### config.mk
export PLATFORM = sky130hd
export DESIGN_NAME = photon_deadlock_reporter_flat
export DESIGN_NICKNAME = d
export VERILOG_FILES = /design/src/rtl/photon_dbg_pkg.sv /design/src/rtl/photon_deadlock_reporter_if.sv /design/src/rtl/photon_prio_enc.sv /design/src/rtl/photon_deadlock_reporter.sv /design/src/flat_wrapper.sv
export SDC_FILE = /design/constraint.sdc
export NUM_CORES = 1
export LEC_CHECK = 0
export ABC_AREA = 1
export CAP_MARGIN = 15
export CORE_ASPECT_RATIO = 1.5
export CORE_UTILIZATION = 64
export CTS_CLUSTER_SIZE = 12
export DETAILED_ROUTE_END_ITERATION = 8
export DONT_BUFFER_PORTS = 1
export PLACE_DENSITY = 0.8
export SETUP_SLACK_MARGIN = 0.15
export SLEW_MARGIN = 20
export SYNTH_ARGS = -nofsm -noshare
export SYNTH_HDL_FRONTEND = slang
export SYNTH_SLANG_ARGS = --single-unit
### constraint.sdc
create_clock -name clock -period 2.1 [get_ports clock]
set_input_delay 0.42 -clock clock [delete_from_list [all_inputs] [get_ports clock]]
set_output_delay 0.42 -clock clock [all_outputs]
set_load 0.01 [all_outputs]
### src/rtl/photon_dbg_pkg.sv
// Shared types and defaults for the photon pipeline deadlock reporting slice.
package photon_dbg_pkg;

  typedef enum logic [1:0] {
    ST_IDLE   = 2'd0,
    ST_QUAL   = 2'd1,
    ST_REPORT = 2'd2,
    ST_HOLD   = 2'd3
  } state_e;

  localparam int DEF_N_MON  = 4;
  localparam int DEF_THRESH = 1024;
  localparam int DEF_CNT_W  = 16;
  localparam int DEF_TS_W   = 32;

  // A single monitor still needs a 1-bit index field.
  function automatic int idx_width(input int n);
    return (n <= 1) ? 1 : $clog2(n);
  endfunction

endpackage

### src/rtl/photon_deadlock_reporter_if.sv
// Monitor-side inputs and status-side outputs of the deadlock reporter.
interface photon_deadlock_reporter_if
  import photon_dbg_pkg::*;
#(
  parameter int N_MON = DEF_N_MON,
  parameter int IDX_W = idx_width(N_MON),
  parameter int CNT_W = DEF_CNT_W,
  parameter int TS_W  = DEF_TS_W
) ();

  logic             enable;
  logic [N_MON-1:0] block_vec;
  logic             report_ack;
  logic             deadlock;
  logic [IDX_W-1:0] deadlock_idx;
  logic [N_MON-1:0] deadlock_mask;
  logic [CNT_W-1:0] stall_count;
  logic [TS_W-1:0]  timestamp;
  logic             irq;

  modport master (
    output enable, block_vec, report_ack,
    input  deadlock, deadlock_idx, deadlock_mask, stall_count, timestamp, irq
  );

  modport slave (
    input  enable, block_vec, report_ack,
    output deadlock, deadlock_idx, deadlock_mask, stall_count, timestamp, irq
  );

endinterface

### src/rtl/photon_prio_enc.sv
// Combinational lowest-set-bit encoder with a valid flag.
module photon_prio_enc #(
  parameter int N = 4,
  parameter int W = 2
) (
  input  logic [N-1:0] vec_i,
  output logic [W-1:0] idx_o,
  output logic         valid_o
);

  // Scan from the top so the lowest set bit is the last one written.
  always_comb begin
    idx_o = '0;
    for (int i = N - 1; i >= 0; i--) begin
      idx_o = vec_i[i] ? W'(i) : idx_o;
    end
  end

  assign valid_o = |vec_i;

endmodule

### src/rtl/photon_deadlock_reporter.sv
// Qualifies monitor block flags over THRESH consecutive cycles, then latches a
// sticky report (index, mask, timestamp) and pulses irq once per detection.
module photon_deadlock_reporter
  import photon_dbg_pkg::*;
#(
  parameter int N_MON  = DEF_N_MON,
  parameter int IDX_W  = idx_width(N_MON),
  parameter int CNT_W  = DEF_CNT_W,
  parameter int THRESH = DEF_THRESH,
  parameter int TS_W   = DEF_TS_W
) (
  input logic                       clock,
  input logic                       reset,
  photon_deadlock_reporter_if.slave rpt
);

  localparam logic [1:0] S_IDLE   = 2'(ST_IDLE);
  localparam logic [1:0] S_QUAL   = 2'(ST_QUAL);
  localparam logic [1:0] S_REPORT = 2'(ST_REPORT);
  localparam logic [1:0] S_HOLD   = 2'(ST_HOLD);

  localparam logic [CNT_W-1:0] CNT_ONE  = CNT_W'(1);
  localparam logic [CNT_W-1:0] CNT_MAX  = {CNT_W{1'b1}};
  localparam logic [CNT_W-1:0] THRESH_C = CNT_W'(THRESH);

  logic [1:0]       state_q, state_d;
  logic [CNT_W-1:0] stall_q, stall_d;
  logic             dl_q, dl_d;
  logic             irq_q, irq_d;
  logic [IDX_W-1:0] idx_q, idx_d;
  logic [N_MON-1:0] mask_q, mask_d;
  logic [TS_W-1:0]  tstamp_q, tstamp_d;
  logic [TS_W-1:0]  ts_q;

  logic [IDX_W-1:0] enc_idx_s;
  logic             blk_s;
  logic             detect_s;
  logic [CNT_W-1:0] stall_inc_s;
  logic [CNT_W-1:0] stall_sat_s;

  photon_prio_enc #(
    .N (N_MON),
    .W (IDX_W)
  ) u_enc (
    .vec_i   (rpt.block_vec),
    .idx_o   (enc_idx_s),
    .valid_o (blk_s)
  );

  assign stall_inc_s = stall_q + CNT_ONE;
  assign stall_sat_s = (stall_q == CNT_MAX) ? stall_q : stall_inc_s;

  // Next-state, stall counter and detection capture.
  always_comb begin
    state_d  = state_q;
    stall_d  = stall_q;
    dl_d     = dl_q;
    detect_s = 1'b0;
    case (state_q)
      S_IDLE: begin
        if (rpt.enable && blk_s) begin
          stall_d  = CNT_ONE;
          detect_s = (THRESH_C == CNT_ONE);
          state_d  = detect_s ? S_REPORT : S_QUAL;
        end else begin
          stall_d = '0;
        end
      end
      S_QUAL: begin
        if (!rpt.enable || !blk_s) begin
          state_d = S_IDLE;
          stall_d = '0;
        end else begin
          stall_d  = stall_inc_s;
          detect_s = (stall_inc_s == THRESH_C);
          state_d  = detect_s ? S_REPORT : S_QUAL;
        end
      end
      S_REPORT: begin
        stall_d = blk_s ? stall_sat_s : stall_q;
        if (rpt.report_ack) begin
          dl_d    = 1'b0;
          state_d = S_HOLD;
        end else begin
          dl_d = 1'b1;
        end
      end
      S_HOLD: begin
        if (!blk_s) begin
          state_d = S_IDLE;
          stall_d = '0;
        end else begin
          stall_d = stall_sat_s;
        end
      end
      default: begin
        state_d = S_IDLE;
        stall_d = '0;
        dl_d    = 1'b0;
      end
    endcase
    dl_d     = dl_d | detect_s;
    irq_d    = detect_s;
    idx_d    = detect_s ? enc_idx_s     : idx_q;
    mask_d   = detect_s ? rpt.block_vec : mask_q;
    tstamp_d = detect_s ? ts_q          : tstamp_q;
  end

  // State, report registers and free-running cycle counter.
  always_ff @(posedge clock) begin
    if (reset) begin
      state_q  <= S_IDLE;
      stall_q  <= '0;
      dl_q     <= 1'b0;
      irq_q    <= 1'b0;
      idx_q    <= '0;
      mask_q   <= '0;
      tstamp_q <= '0;
      ts_q     <= '0;
    end else begin
      state_q  <= state_d;
      stall_q  <= stall_d;
      dl_q     <= dl_d;
      irq_q    <= irq_d;
      idx_q    <= idx_d;
      mask_q   <= mask_d;
      tstamp_q <= tstamp_d;
      ts_q     <= ts_q + TS_W'(1);
    end
  end

  assign rpt.deadlock      = dl_q;
  assign rpt.irq           = irq_q;
  assign rpt.deadlock_idx  = idx_q;
  assign rpt.deadlock_mask = mask_q;
  assign rpt.stall_count   = stall_q;
  assign rpt.timestamp     = tstamp_q;

endmodule

### src/flat_wrapper.sv
// flat-port wrapper written by rule: the top's interface ports become plain ports
module photon_deadlock_reporter_flat import photon_dbg_pkg::*;
#(
  parameter int N_MON  = DEF_N_MON,
  parameter int IDX_W  = idx_width(N_MON),
  parameter int CNT_W  = DEF_CNT_W,
  parameter int THRESH = DEF_THRESH,
  parameter int TS_W   = DEF_TS_W
)
  (clock, reset, rpt_enable, rpt_block_vec, rpt_report_ack, rpt_deadlock, rpt_deadlock_idx, rpt_deadlock_mask, rpt_stall_count, rpt_timestamp, rpt_irq);
  photon_deadlock_reporter_if #(.N_MON(N_MON), .IDX_W(IDX_W), .CNT_W(CNT_W), .TS_W(TS_W)) rpt_i ();
  input logic clock;
  input logic reset;
  input wire logic [$bits(rpt_i.enable)-1:0] rpt_enable;
  input wire logic [$bits(rpt_i.block_vec)-1:0] rpt_block_vec;
  input wire logic [$bits(rpt_i.report_ack)-1:0] rpt_report_ack;
  output wire logic [$bits(rpt_i.deadlock)-1:0] rpt_deadlock;
  output wire logic [$bits(rpt_i.deadlock_idx)-1:0] rpt_deadlock_idx;
  output wire logic [$bits(rpt_i.deadlock_mask)-1:0] rpt_deadlock_mask;
  output wire logic [$bits(rpt_i.stall_count)-1:0] rpt_stall_count;
  output wire logic [$bits(rpt_i.timestamp)-1:0] rpt_timestamp;
  output wire logic [$bits(rpt_i.irq)-1:0] rpt_irq;
  assign rpt_i.enable = rpt_enable;
  assign rpt_i.block_vec = rpt_block_vec;
  assign rpt_i.report_ack = rpt_report_ack;
  assign rpt_deadlock = rpt_i.deadlock;
  assign rpt_deadlock_idx = rpt_i.deadlock_idx;
  assign rpt_deadlock_mask = rpt_i.deadlock_mask;
  assign rpt_stall_count = rpt_i.stall_count;
  assign rpt_timestamp = rpt_i.timestamp;
  assign rpt_irq = rpt_i.irq;
  photon_deadlock_reporter #(.N_MON(N_MON), .IDX_W(IDX_W), .CNT_W(CNT_W), .THRESH(THRESH), .TS_W(TS_W)) u_core (.clock(clock), .reset(reset), .rpt(rpt_i));
endmodule
After elaboration in Yosys (flattened, before gate mapping)
Index checks and enable logic that the tools add are counted.
- muxes and demuxes: 20
- reductions and logical operators: 7
- bitwise operators: 1
- equality and inequality tests: 9
- add/subtract/negate cells: 2
- operator list (cell ; number):
    2-to-1 mux 16 bit ; 4
    case mux 16 bit (4 select lines) ; 1
    adder 32 x 1 -> 32 bit, second input constant ; 1
    2-to-1 mux 2 bit ; 9
    adder 16 x 1 -> 16 bit, second input constant ; 1
    == test 16 x 11 -> 1 bit, second input constant ; 1
    == test 16 bit, second input constant ; 1
    case mux 2 bit (4 select lines) ; 1
    2-to-1 mux 1 bit ; 5
    == test 2 bit, second input constant ; 2
    != test 2 x 1 -> 1 bit, second input constant ; 2
    != test 2 bit, second input constant ; 2
    OR reduction 4 bit ; 1
    AND reduction 3 bit ; 1
    == test 2 x 1 -> 1 bit, second input constant ; 1
    zero test 1 bit ; 2
    zero test 2 bit ; 1
    logical AND 1 bit ; 1
    logical OR 1 bit ; 1
    OR 1 bit ; 1
- flip-flop bits (word level): 90
- bits of input ports: 8
- output and inout bits: 56
- logic and storage cells: 47

Depth between registers and ports, before layout
Gate-level depths: netlist of run 1.
- depth in word-level cells: 6
- depth in mapped cells: 15
- gate-level depth less buffers: 13

Hierarchy
From an unflattened synthesis of run 1, not the netlist that was laid out.
- cells, all modules: 698
- area, all modules: 4440.5 um^2
- by module, submodules not included (module ; times used ; seq. area each (um^2) ; cells each ; area each (um^2)):
    photon_deadlock_reporter ; 1 ; 1801.7 ; 689 ; 4391.7
    photon_prio_enc ; 1 ; 0.0 ; 9 ; 48.8

Worst setup path before layout of run 1
Ideal clock, no wire load.
- path type: reg2reg
- start: register u_core.stall_q[0], in the netlist u_core.rpt.stall_count[0]
- end: register u_core.tstamp_q[1], in the netlist u_core.rpt.timestamp[1]
- data required time: 1.990 ns
- cell stages (with the launch flop): 15
- data arrival time: 1.854 ns
- setup time: 0.110 ns
- period minus slack after synthesis: 1.964 ns
- path buffers: 2
- path slack: 0.136 ns
- cells stage by stage: dfxtp_1 ha_1 nand3_2 nor2_2 nand3b_1 nand2_1 nand2_1 inv_1 nand2_1 nor2_2 buf_4 buf_4 nand4_1 nand2_1 nor2_1
- cells in the longest elaborated chain, start to end: 4
- RTL lines (item ; line ; RTL):
    start: declaration ; photon_deadlock_reporter.sv:27 ; logic [CNT_W-1:0] stall_q, stall_d;
    start signal: assignment ; photon_deadlock_reporter.sv:122 ; stall_q <= stall_d;
    adder 16 x 1 -> 16 bit ; photon_deadlock_reporter.sv:50 ; assign stall_inc_s = stall_q + CNT_ONE;
    == test 16 x 11 -> 1 bit ; photon_deadlock_reporter.sv:75 ; detect_s = (stall_inc_s == THRESH_C);
    2-to-1 mux 1 bit ; photon_deadlock_reporter.sv:70 ; if (!rpt.enable || !blk_s) begin
    2-to-1 mux 1 bit ; n/a ;
    end signal: assignment ; photon_deadlock_reporter.sv:127 ; tstamp_q <= tstamp_d;
    end: declaration ; photon_deadlock_reporter.sv:32 ; logic [TS_W-1:0] tstamp_q, tstamp_d;
Every way passes these cells.
A chain may end at the register's enable or synchronous reset.

Worst setup path in the final report of run 1
- start: register u_core.stall_q[0], in the netlist u_core.rpt.stall_count[0]
- end: register u_core.mask_q[2], in the netlist u_core.rpt.deadlock_mask[2]
- cells in the longest elaborated chain, start to end: 4
- RTL lines (item ; line ; RTL):
    adder 16 x 1 -> 16 bit ; photon_deadlock_reporter.sv:50 ;
    == test 16 x 11 -> 1 bit ; photon_deadlock_reporter.sv:75 ;
    2-to-1 mux 1 bit ; photon_deadlock_reporter.sv:70 ;
    2-to-1 mux 1 bit ; n/a ;
    end signal: assignment ; photon_deadlock_reporter.sv:126 ; mask_q <= mask_d;
    end: declaration ; photon_deadlock_reporter.sv:31 ; logic [N_MON-1:0] mask_q, mask_d;
Every way passes these cells.

==> results of run 1 <==
-- worst min-delay path by stage --
stage                                         start                                endpoint  slack, ns  cells after the start
after floorplan           u_core.ts_q[0]$_SDFF_PP0_               u_core.ts_q[0]$_SDFF_PP0_       0.43                      1
after global placement    u_core.ts_q[0]$_SDFF_PP0_               u_core.ts_q[0]$_SDFF_PP0_       0.46                      1
after detailed placement  u_core.ts_q[0]$_SDFF_PP0_               u_core.ts_q[0]$_SDFF_PP0_       0.46                      1
after CTS                                     reset  u_core.rpt.stall_count[7]$_SDFFE_PP0P_       0.08                      1
after global routing                          reset               u_core.ts_q[0]$_SDFF_PP0_       0.08                      1
final                                         reset  u_core.rpt.stall_count[7]$_SDFFE_PP0P_        0.1                      1
-- worst max-delay path, stage by stage, from the launching register on --
cell and delay (ns):
dfxtp_4 0.38, ha_4 0.18, nand3_4 0.08, nor2_4 0.05
buf_6 0.11, buf_4 0.12, nand3_2 0.06, nand2_2 0.06
nand2_2 0.08, inv_2 0.06, nor2_4 0.14, nand4_4 0.17
buf_12 0.19, buf_16 0.15, nand2_1 0.06, inv_1 0.05
nor2_1 0.12
-- cells by family after synthesis --
logic type,count (synthesis),synth area share [%]
and+or+nand+nor,403,36.5
buffers and inverters,183,15.4
DFF,90,37.5
AOI/OAI and AO/OA,82,9.19
xor gates and xnor gates,5,0.911
adders and majority gates,2,0.521
-- per-layer routing --
layer	wire length, um	vias up	track usage [%]
met2	8430	363	71.2
met3	1570	128	11.4
li1	-	2460	-
met1	5290	2466	37.6
met4	1450	0	32.1
met5	0	-	0
-- power breakdown --
part | total [uW] | internal [uW] | switching [uW]
Sequential | 1750 | 1720 | 30.0
Combinational | 345 | 123 | 222
Clock | 1340 | 699 | 640
-- timing repair --
| action | CTS | global route |
|---|---|---|
| gates resized for setup | 52 | 89 |
| endpoints found under the hold margin | 0 | 0 |
| hold buffers | 0 | 0 |
| gates cloned | 6 | 5 |
| pin swaps | 15 | 44 |
| setup endpoints to repair | 43 | 69 |
| setup buffers | 11 | 6 |
-- metrics by stage --
step,instances,power [uW],utilization [%],area (um^2),hold WS (ns)
floorplan,765,1960,-,4810,0.430
global placement,866,2040,69.9,5050,0.456
detailed placement,866,2050,69.9,5050,0.463
CTS,899,3350,78.4,5660,0.0843
global route,910,3540,84.5,6100,0.0819
finish,910,3440,84.5,6100,0.0979
-- state kept, by name, indices dropped and copies added (netlist names), named ones only --
signal	flops
u_core.rpt.deadlock_idx	2
u_core.rpt.deadlock_mask	4
u_core.rpt.irq	1
u_core.rpt.timestamp	32
u_core.ts_q	32
u_core.rpt.deadlock	1
u_core.state_q	1
u_core.rpt.stall_count	16
-- final cells by class --
class                           instances  area (um^2)  area share [%]
Clock buffer                           11          141            2.32
Clock inverter                          5         77.6            1.27
Inverter                              156          586            9.59
Multi-Input combinational cell        492         2600            42.6
Sequential cell                        90         1830            30.0
Tap cell                              100          125            2.05
Timing Repair Buffer                   56          743            12.2
-- cell usage in the layout, fill, tap and decap left out, types with 4 or more instances in the layout --
cell	synthesis	final
nand2_1	201	157
inv_1	154	139
nor2_1	96	74
dfxtp_1	90	73
nand4_1	48	48
a21oi_1	41	38
nand2_2	1	36
buf_4	4	33
o21ai_0	24	24
nor2_2	4	21
nand3_1	24	20
inv_2	0	16
dfxtp_2	0	13
nor3_1	15	11
clkbuf_8	0	10
nand2_4	0	9
o211ai_1	8	8
buf_12	0	8
nor2_4	2	7
buf_16	0	6
clkbuf_16	0	5
nand3_2	1	4
nand3b_1	4	4
nor3_2	0	4
buf_6	4	4
dfxtp_4	0	4
==> impl_metrics.toml, run 1 <==
[floorplanning]
rows = 38
start_util_pct = 66.5
die_h_um = 108
ios = 64
die_w_um = 72.8
core_area_um2 = 7230
die-area_um2 = 7870

[pwr]
power.density_nw_per_um2 = 563
leakage_uw = 0.00248
ir_worst_vdd_v = 0.000625

[drt]
totalWireLength_um = 16700
dr.pass1.iters = 5
via_count = 5417
drtIter0Drc = 355
remaining_drc_errors = 0
wl_per_cell_um = 18.4
via_per_inst = 5.95
ant_nets = 0

[synth]
yosysMostFrequentCell = "nand2_1"
ys.flop_type = "dfxtp_1"
syn_inst = 765
synth_common_cells = "nand2_1, inv_1, nor2_1"
yosysWarnings = 0
syn_area_um2 = 4810
syn_nets = 775
synth_edf_count = 0
yosys.area.top_type = "dfxtp_1"
yosysTopAreaCellShare_pct = 37.5
ys_ff_latch = 90
ys_seq_area_share_pct = 37.5
synth_cell_types = 34
ys_async_sr_fraction_pct = 0
synth.area.top_cells = "dfxtp_1, nand2_1, inv_1, nor2_1, nand4_1"
postSynthAreaPerCell_um2 = 6.28

[finish]
n_antenna_cell = 0
nNetsFinal = 815
drive_above_1_share_pct = 23.8
fill_cells = 448
syn2layout_area_growth_pct = 27.0

[sta]
fmax_mhz = 469
rsz0062_at_grt = "yes"
setup_viol = 2
period_minus_slack_ns = 2.13
slew_viol_final = 0
slew_headroom_pct = 72.8
final.setup_skew_ns = 0.0139
worst_slack_ns = -0.0343
worst_pin_slew_ns = 0.408
timing.setup.tns_ns = -0.0395
hold_viol = 0
finalCritPeriodShare_pct = 102

[worst_setup_path]
worstPathRequired_ns = 2.41
startpoint = "u_core.rpt.stall_count[0]$_SDFFE_PP0P_"
r2r_end = "u_core.rpt.deadlock_mask[2]$_SDFFE_PP0P_"
cp_max_fo = 5
rrSetupSlack_ns = -0.03
crit_end = "u_core.rpt.deadlock_mask[2]$_SDFFE_PP0P_"
worstSetupStartpointType = "register"
r2r_start = "u_core.rpt.stall_count[0]$_SDFFE_PP0P_"
worstPathArrival_ns = 2.44
worst_r2r_path_depth = 16
path_class = "register to register"
end_kind = "register"

[outcome]
status = "finished with violations"
violations = "negative setup slack"

[worst_hold_path]
hold_class = "primary input to register"

[cts]
cts_buffers = 9
clk_path_buf_depth = 2
clk_pin_slew_ns = 0.10
h-tree-depth = 3
insertion_delay_ns = 0.38
cts.sinks = 90
tritoncts = "done"
root_buffer = "clkbuf_8"

[flow_run]
cap_violations = 0

[grt]
grt_usage_pct = 40.1
grt_first_pass_wirelength_um = 23400
grt_max_degree = 43
antenna_found_initial = 0
grt_pass1_vias = 4970
grt-ovfl-total = 0

[placed_design]
dp_hpwl_um = 9230
dp_slack_ns = 0.0508
gp_congestion = 1.00
port-buffer-count = 0
No activity file was read; power rests on OpenSTA's default activity.
==> inputs of run 2 (changes only) <==
--- a/config.mk
+++ b/config.mk
@@ -7,8 +7,10 @@
 export LEC_CHECK = 0
 export ABC_AREA = 1
 export CAP_MARGIN = 15
+export CELL_PAD_IN_SITES_DETAIL_PLACEMENT = 0
+export CELL_PAD_IN_SITES_GLOBAL_PLACEMENT = 1
 export CORE_ASPECT_RATIO = 1.5
-export CORE_UTILIZATION = 64
+export CORE_UTILIZATION = 44
 export CTS_CLUSTER_SIZE = 12
 export DETAILED_ROUTE_END_ITERATION = 8
 export DONT_BUFFER_PORTS = 1
@@ -18,3 +20,4 @@
 export SYNTH_ARGS = -nofsm -noshare
 export SYNTH_HDL_FRONTEND = slang
 export SYNTH_SLANG_ARGS = --single-unit
+export TNS_END_PERCENT = 10
==> run 2 against run 1 <==
Compared with the run above: the run now ends clean; routed wire length decreased by 8.7%; combinational power shrank 16%; first-iteration DRC count shrank 12%.
==> impl_metrics.toml, run 2 (synthesized netlist as in run 1, its figures left out) <==
[sta]
fmax_mhz = 487
slew_viol_final = 0
hold_viol = 0
rsz0062_at_grt = "yes"
worst_pin_slew_ns = 0.374
final.setup_skew_ns = 0.00641
timing.hold.ws_ns = 0.145
finalCritPeriodShare_pct = 97.8
setup_viol = 0
slew_headroom_pct = 75.1
worst_slack_ns = 0.0468
period_minus_slack_ns = 2.05

[worst_setup_path]
r2r_end = "u_core.rpt.timestamp[1]$_SDFFE_PP0P_"
worstPathRequired_ns = 2.34
cp_max_fo = 10
startpoint = "u_core.rpt.stall_count[0]$_SDFFE_PP0P_"
path_class = "register to register"
worstPathArrival_ns = 2.29
r2r_start = "u_core.rpt.stall_count[0]$_SDFFE_PP0P_"
worstSetupStartpointType = "register"
worst_r2r_path_depth = 15
crit_end = "u_core.rpt.timestamp[1]$_SDFFE_PP0P_"
rrSetupSlack_ns = 0.05
end_kind = "register"

[drt]
totalWireLength_um = 15300
remaining_drc_errors = 0
via_per_inst = 5.15
drtIter0Drc = 312
via_count = 4974
wl_per_cell_um = 15.8
dr.pass1.iters = 5
ant_nets = 0

[cts]
clk_pin_slew_ns = 0.06
ctsHoldBuffers = 0
cts_buffers = 9
tritoncts = "done"
insertion_delay_ns = 0.34
h-tree-depth = 3
root_buffer = "clkbuf_16"
clk_path_buf_depth = 2
cts.sinks = 90

[floorplanning]
die-area_um2 = 11400
die_w_um = 87.3
core_area_um2 = 10600
rows = 46
ios = 64
die_h_um = 130
start_util_pct = 45.4

[grt]
grt_use_met2_pct = 48.3
grt_pass1_vias = 4675
grt-ovfl-total = 0
grt_max_degree = 40
grt_first_pass_wirelength_um = 22100
grt_use_met1_pct = 25.7
met3_usage_pct = 4.49
grt_usage_pct = 25.4
grt_busiest_layer = "met2"
antenna_found_initial = 0

[placed_design]
gp_congestion = 0.861
placed_cells = 920
port-buffer-count = 0
dp_slack_ns = -0.00576
dp_hpwl_um = 9620

[pwr]
p_comb_share_pct = 7.9
p_int_uw = 2780
total_power_uw = 3690
ir_worst_vdd_v = 0.000445
swShare_pct = 24.6
clockPowerShare_pct = 44.6
power.density_nw_per_um2 = 597
p_sw_uw = 907
p_seq_share_pct = 47.5
leakage_uw = 0.00259

[finish]
mostFrequentLayoutCells = "nand2_1, inv_1, nor2_1, dfxtp_1, nand4_1"
final_common_cell = "nand2_1"
syn2layout_area_growth_pct = 28.5
drive_above_1_share_pct = 17.8
n_antenna_cell = 0
fill_cells = 1048
layout.cells.non_filler = 966
nNetsFinal = 827

[worst_hold_path]
worstHoldPathCells = 1
hold_class = "primary input to register"

[outcome]
status = "finished, final reports clean"

[flow_run]
cap_violations = 0
==> run 2: cell types whose count changed in the layout (fill, tap and decap cells not counted), sizes merged <==
| cell | delta |
|---|---|
| buf | +10 |
| bufinv | -1 |
| clkbuf | +3 |
==> run 2: worst min path at each step <==
stage                              start                                       to  slack (ns)
2_1_floorplan  u_core.ts_q[0]$_SDFF_PP0_                u_core.ts_q[0]$_SDFF_PP0_        0.43
3_3_place_gp   u_core.ts_q[0]$_SDFF_PP0_                u_core.ts_q[0]$_SDFF_PP0_        0.45
3_5_place_dp   u_core.ts_q[0]$_SDFF_PP0_                u_core.ts_q[0]$_SDFF_PP0_        0.46
4_1_cts                            reset   u_core.rpt.stall_count[2]$_SDFFE_PP0P_        0.13
5_1_grt                            reset  u_core.rpt.stall_count[11]$_SDFFE_PP0P_        0.12
6_report                           reset  u_core.rpt.stall_count[11]$_SDFFE_PP0P_        0.15
==> run 2: power by group through the flow <==
stage	Sequential, uW	Clock, uW	Combinational (uW)
2_1_floorplan	1780	0	172
3_3_place_gp	1790	0	270
3_5_place_dp	1790	0	274
4_1_cts	1750	1670	284
5_1_grt	1750	1740	314
6_report	1750	1650	291
==> run 2: per-stage QoR <==
step	instance area, um^2	util [%]	setup TNS (ns)
6_report	6170	58.3	0
5_1_grt	6170	58.3	-1.08
3_3_place_gp	5190	49.0	0
4_1_cts	5780	54.5	0
3_5_place_dp	5190	49.0	-0.00923
2_1_floorplan	4810	-	0
==> run 2: layout make-up <==
type / instances / area (um^2) / share of cell area, %
tap: 144 / 180 / 2.92
multi-input combinational: 492 / 2440 / 39.6
timing repair buffer: 68 / 846 / 13.7
clock inverter: 4 / 51.3 / 0.831
inverter: 156 / 586 / 9.49
sequential: 90 / 1820 / 29.5
clock buffer: 12 / 246 / 3.99
==> run 2: worst max-delay path, cell delays in order (launching register included) <==
cell	delay, ns
dfxtp_4	0.38
buf_6	0.14
nand2_4	0.05
nor2_4	0.16
nand2_2	0.11
nand2_2	0.07
nand2_2	0.07
buf_6	0.12
inv_2	0.03
nand3b_1	0.14
nor2_4	0.15
buf_12	0.15
clkbuf_16	0.17
nand4_1	0.10
nand2_1	0.07
nor2_1	0.04
==> run 2: what timing repair did <==
item / CTS / global route
pin swaps: 16 / 26
gates resized for setup: 26 / 50
gates cloned: 4 / 9
setup endpoints to repair: 49 / 66
setup buffers: 10 / 7
==> run 2: layer usage <==
metal  vias up  wire [um]
li1       2490          -
met1      2270       5650
met2       165       8340
met5         -          0
met4         0        542
met3        49        742
